===== src/rtl/uart_tx_pkg.sv =====
// Shared types and constants for the UART transmit arbiter.
package uart_tx_pkg;

  localparam int BYTE_W          = 8;
  localparam int DEFAULT_NUM_REQ = 4;

  typedef enum logic [2:0] {
    IDLE      = 3'd0,
    SEND      = 3'd1,
    WAIT_BUSY = 3'd2,
    WAIT_DONE = 3'd3,
    CSUM      = 3'd4,
    FINISH    = 3'd5
  } state_t;

endpackage


===== src/rtl/rr_pick.sv =====
// Combinational round-robin picker: first valid index at or after rr_ptr, wrapping at N.
module rr_pick #(
  parameter int N     = 4,
  parameter int IDX_W = (N > 1) ? $clog2(N) : 1
) (
  input  logic [N-1:0]     req_valid,
  input  logic [IDX_W-1:0] rr_ptr,
  output logic [N-1:0]     grant,
  output logic [IDX_W-1:0] index,
  output logic             any
);

  function automatic int wrap(input int v);
    return (v >= N) ? v - N : v;
  endfunction

  // Scan from the farthest offset down so the closest valid requester wins.
  always_comb begin
    grant = '0;
    index = '0;
    any   = 1'b0;
    for (int k = N - 1; k >= 0; k--) begin
      if (req_valid[wrap(int'(rr_ptr) + k)]) begin
        index = IDX_W'(wrap(int'(rr_ptr) + k));
        any   = 1'b1;
      end
    end
    if (any) grant[index] = 1'b1;
  end

endmodule


===== src/rtl/uart_tx_arbiter.sv =====
// Round-robin, packet-atomic arbiter in front of a single UART byte sender.
// Optional trailing XOR checksum byte per packet: define UART_TX_ARB_CHECKSUM_EN.
module uart_tx_arbiter
  import uart_tx_pkg::*;
#(
  parameter int NUM_REQ = DEFAULT_NUM_REQ,
  parameter int DATA_W  = BYTE_W
) (
  input  logic                      clk,
  input  logic                      reset,
  input  logic [NUM_REQ-1:0]        req_valid,
  input  logic [NUM_REQ*DATA_W-1:0] req_data,
  input  logic [NUM_REQ-1:0]        req_last,
  output logic [NUM_REQ-1:0]        req_ready,
  output logic                      tx_do_transmit,
  output logic [DATA_W-1:0]         tx_data,
  input  logic                      tx_is_busy,
  output logic [NUM_REQ-1:0]        grant,
  output logic                      pkt_done,
  output state_t                    fsm_state
);

  localparam int IDX_W = (NUM_REQ > 1) ? $clog2(NUM_REQ) : 1;

  state_t             state;
  logic [IDX_W-1:0]   rr_ptr;
  logic [IDX_W-1:0]   gidx;
  logic               last;
  logic [NUM_REQ-1:0] pick_grant;
  logic [IDX_W-1:0]   pick_idx;
  logic               pick_any;
  logic [DATA_W-1:0]  cur_byte;
  logic [IDX_W-1:0]   ptr_next;
  logic               take;
`ifdef UART_TX_ARB_CHECKSUM_EN
  logic [DATA_W-1:0]  csum;
  logic               csum_phase;
`endif

  rr_pick #(.N(NUM_REQ), .IDX_W(IDX_W)) u_pick (
    .req_valid (req_valid),
    .rr_ptr    (rr_ptr),
    .grant     (pick_grant),
    .index     (pick_idx),
    .any       (pick_any)
  );

  // Handshake: a byte moves on any cycle where req_valid[i] && req_ready[i];
  // ready is offered only to the granted requester, in SEND, while the sender is idle.
  assign req_ready = (state == SEND && !tx_is_busy) ? grant : '0;
  assign take      = (state == SEND) && !tx_is_busy && req_valid[gidx];
  assign cur_byte  = req_data[int'(gidx)*DATA_W +: DATA_W];
  assign ptr_next  = (int'(gidx) == NUM_REQ - 1) ? '0 : gidx + IDX_W'(1);
  assign fsm_state = state;

  always_ff @(posedge clk) begin
    if (reset) begin
      state          <= IDLE;
      rr_ptr         <= '0;
      gidx           <= '0;
      grant          <= '0;
      last           <= 1'b0;
      tx_do_transmit <= 1'b0;
      tx_data        <= '0;
      pkt_done       <= 1'b0;
`ifdef UART_TX_ARB_CHECKSUM_EN
      csum           <= '0;
      csum_phase     <= 1'b0;
`endif
    end else begin
      tx_do_transmit <= 1'b0;
      pkt_done       <= 1'b0;
      case (state)
        IDLE: begin
          if (pick_any) begin
            grant <= pick_grant;
            gidx  <= pick_idx;
            state <= SEND;
          end
        end
        SEND: begin
          if (take) begin
            tx_data        <= cur_byte;
            tx_do_transmit <= 1'b1;
            last           <= req_last[gidx];
`ifdef UART_TX_ARB_CHECKSUM_EN
            csum           <= csum ^ cur_byte;
`endif
            state          <= WAIT_BUSY;
          end
        end
        WAIT_BUSY: begin
          if (tx_is_busy) state <= WAIT_DONE;
        end
        WAIT_DONE: begin
          if (!tx_is_busy) begin
            if (!last) begin
              state <= SEND;
            end else begin
`ifdef UART_TX_ARB_CHECKSUM_EN
              if (csum_phase) begin
                state    <= FINISH;
                pkt_done <= 1'b1;
              end else begin
                state <= CSUM;
              end
`else
              state    <= FINISH;
              pkt_done <= 1'b1;
`endif
            end
          end
        end
`ifdef UART_TX_ARB_CHECKSUM_EN
        CSUM: begin
          tx_data        <= csum;
          tx_do_transmit <= 1'b1;
          csum_phase     <= 1'b1;
          state          <= WAIT_BUSY;
        end
`endif
        FINISH: begin
          rr_ptr <= ptr_next;
          grant  <= '0;
          state  <= IDLE;
`ifdef UART_TX_ARB_CHECKSUM_EN
          csum       <= '0;
          csum_phase <= 1'b0;
`endif
        end
        default: state <= IDLE;
      endcase
    end
  end

endmodule


===== config.mk =====
export PLATFORM = sky130hd
export DESIGN_NAME = uart_tx_arbiter
export DESIGN_NICKNAME = d
export VERILOG_FILES = /design/src/rtl/uart_tx_pkg.sv /design/src/rtl/rr_pick.sv /design/src/rtl/uart_tx_arbiter.sv
export SDC_FILE = /design/constraint.sdc
export NUM_CORES = 1
export LEC_CHECK = 0
export ABC_CLOCK_PERIOD_IN_PS = 3100
export CORE_ASPECT_RATIO = 0.8
export CORE_MARGIN = 2
export CORE_UTILIZATION = 42
export CTS_CLUSTER_DIAMETER = 200
export CTS_CLUSTER_SIZE = 40
export DETAILED_ROUTE_END_ITERATION = 10
export MAX_ROUTING_LAYER = met4
export PLACE_DENSITY = 0.84
export SYNTH_ARGS = -nofsm -noshare
export SYNTH_HDL_FRONTEND = slang
export SYNTH_SLANG_ARGS = --single-unit

===== constraint.sdc =====
create_clock -name clk -period 3.1 [get_ports clk]
set_input_delay 0.31 -clock clk [delete_from_list [all_inputs] [get_ports clk]]
set_output_delay 0.31 -clock clk [all_outputs]
set_load 0.05 [all_outputs]

==> impl_results.md <==
* Sequential power share at 41.8%
* GR Overflow Total at 0
* Arrival time worst endpoint at 2190 ps
* Cell Count, Final, Fillers Out at 207
* Util after Layout at 69.6%
* Inst Count DP at 203
* CTS root buf: clkbuf_4
* VDD IR max at 0.000290 V
* Post-synthesis instance area at 0.00122 mm^2
* Initial antenna violation count at 0
* Max_cap viols at 0
* Clock Latency Late Sink at 310 ps
* Total wire length at 3020 um
* Largest net degree at the start of global routing at 19
* Die X at 64.2 um
* Critical path class: flop to output port
* Nets at 214
* Psw at 198 uW
* Synth Register Bits at 22
* Port bufs at 63
* Leakage at 0.000743 uW
* Area grow syn2layout at 58.2%
* Syn. warnings at 0
* Register area share after synthesis at 36.2%
* Number of buffers created by CTS at 3
* Via count of the routed design at 1109
* Achievable clock frequency at 399 MHz
* Global-route wire length before repair at 5080 um
* CTS Buffer Depth at 2
* Resize count post-CTS at 0
* Actual slew at the worst max-slew pin at 547 ps
* CTS clk-pin slew, worst paths at 130 ps
* Number of global-route vias before repair at 1090
* Power Internal at 540 uW
* Logic pwr share at 28.3%
* CTS tree: done
* H-tree levels at 1
* Drt first pass iters at 4
* Starting Density at 44.0%
* Die Area at 0.00335 mm^2
* DRC violations left at 0
* CTS hold repair buffers at 0
* Worst hold slack at 485 ps
* Chip height at 52.2 um
* Sw Ratio at 26.8%
* ANT nets after route at 0
* Dpl cell area at 0.00187 mm^2
* Critical Path RT at 2790 ps
* # diodes at 0
* Count of final hold-check violations at 0
* DR WL/cell at 14.6 um
* Crit. End Element: output port
* Pwr Density at 383 mW/mm^2
* Setup Skew at 8.34 ps
* Row Count at 17
* Top Ports at 64
* Fin crit share at 80.8%
* Top_reg_cell synth: dfxtp_1
* Worst slew margin at 63.5%
* Initial DRC Count at 37
* Fill count at 213
* Gpl congestion at 0.871
* Final setup violation count at 0
* CTS sink cnt at 22
* Postcts setup bufs at 0
* EDFF count, synth at 0
* Startpoint Class: flop
* Setup TNS Final at 0 ps
* CORE AREA at 0.00277 mm^2
* Via-per-instance ratio at 5.36
* HPWL after detailed placement at 2340 um
* RSZ-0062 raised after global routing: no
* Clock power share at 29.9%
* Class of the worst hold path: flop to flop
* Fin. max-slew vios at 0
* Mean post-synth cell area at 11.4 um^2
* Synthesized netlist net count at 151
* Finished Cell Area at 0.00193 mm^2
* Post-Synthesis Cells at 107
* Minimum clock period at 2500 ps
* Outcome: complete, no violations
* GRT Total Usage at 20.1%
* Yosys cell types at 31
* Share of cells above drive strength 1 at 14.2%
* Critical Path Fanout Max at 9
* Async S/R FF share, synth at 0%
routing by layer:
metal | share of wire (%) | up-vias | global-route usage, %
met3 | 8.7 | 2 | 7.14
li1 | - | 535 | -
met2 | 47 | 44 | 33.5
met5 | 0 | - | -
met1 | 44 | 528 | 24.2
met4 | 0.73 | 0 | 3.19
synthesized netlist by cell type (2+ instances only):
cell | count | share of area [%]
nor4_1 | 2 | 1.0
a21oi_1 | 4 | 1.6
a32o_1 | 4 | 3.3
buf_2 | 3 | 1.2
nor4_2 | 3 | 3.1
nor2_1 | 14 | 4.3
clkbuf_1 | 3 | 0.92
dfxtp_1 | 22 | 36
mux2i_1 | 13 | 11
nand2b_1 | 2 | 1.0
mux4_2 | 10 | 18
and2_1 | 4 | 2.1
nand2_1 | 3 | 0.92
inv_1 | 3 | 0.92
per-stage QoR:
step           setup slack, ps  total power, uW
2_1_floorplan             1200              431
6_report                   595              737
3_5_place_dp               681              524
3_3_place_gp               711              519
5_1_grt                    470              767
4_1_cts                    584              742
flip-flops by register name, indices dropped and copies added, names as in the netlist:
name	flops
fsm_state	3
tx_data	8
grant	4
last	1
pkt_done	1
rr_ptr	2
tx_do_transmit	1
gidx	2
layout make-up:
class	count	area, um^2	share of cell area (%)
clock buffers	3	22.5	1.17
clock inverters	1	30.0	1.56
inverters	3	11.3	0.585
multi-input cells	75	728	37.8
flip-flops and latches	22	440	22.9
well taps	38	47.5	2.47
repair buffers	65	646	33.5
power groups by stage:
stage	Combinational, uW	Clock [uW]	Sequential [uW]
6_report	209	220	308
5_1_grt	222	234	311
4_1_cts	210	224	309
3_5_place_dp	209	0	315
3_3_place_gp	205	0	314
2_1_floorplan	84.9	0	346
critical path, cell delays in order (launching register included):
cell and delay, ps:
dfxtp_1 460, nor4b_4 450, and2_1 180, clkdlybuf4s50_1 800
cell usage in the layout, fill, tap and decap left out, types with 2 or more instances in the layout:
master           count
nand2_1              3
clkbuf_4             3
nor2_1              14
nor4_1               2
mux2i_1             13
buf_4                2
a32o_1               4
dfxtp_1             22
clkdlybuf4s50_1     63
and2_1               4
mux4_2              10
nand2b_1             2
inv_1                3
nor4_2               3
a21oi_1              4
worst paths after layout:
path	from	to	slack (ps)	cells past startpoint
worst min register to register	last	fsm_state[2]	480	2
worst min-delay path	last	fsm_state[2]	480	2
worst max-delay path	fsm_state[2]	req_ready[2]	600	3
worst max register to register	gidx[1]	tx_data[6]	1410	4
cell families after synthesis:
| kind of cell | after synthesis | synth area share [%] |
|---|---|---|
| DFF | 22 | 36.2 |
| AOI/OAI and AO/OA | 16 | 10.7 |
| muxes | 23 | 29.2 |
| and+or+nand+nor | 35 | 18.9 |
| buffers and inverters | 10 | 4.01 |
| adders and majority gates | 1 | 1.03 |
No activity file was read; power rests on OpenSTA's default activity.
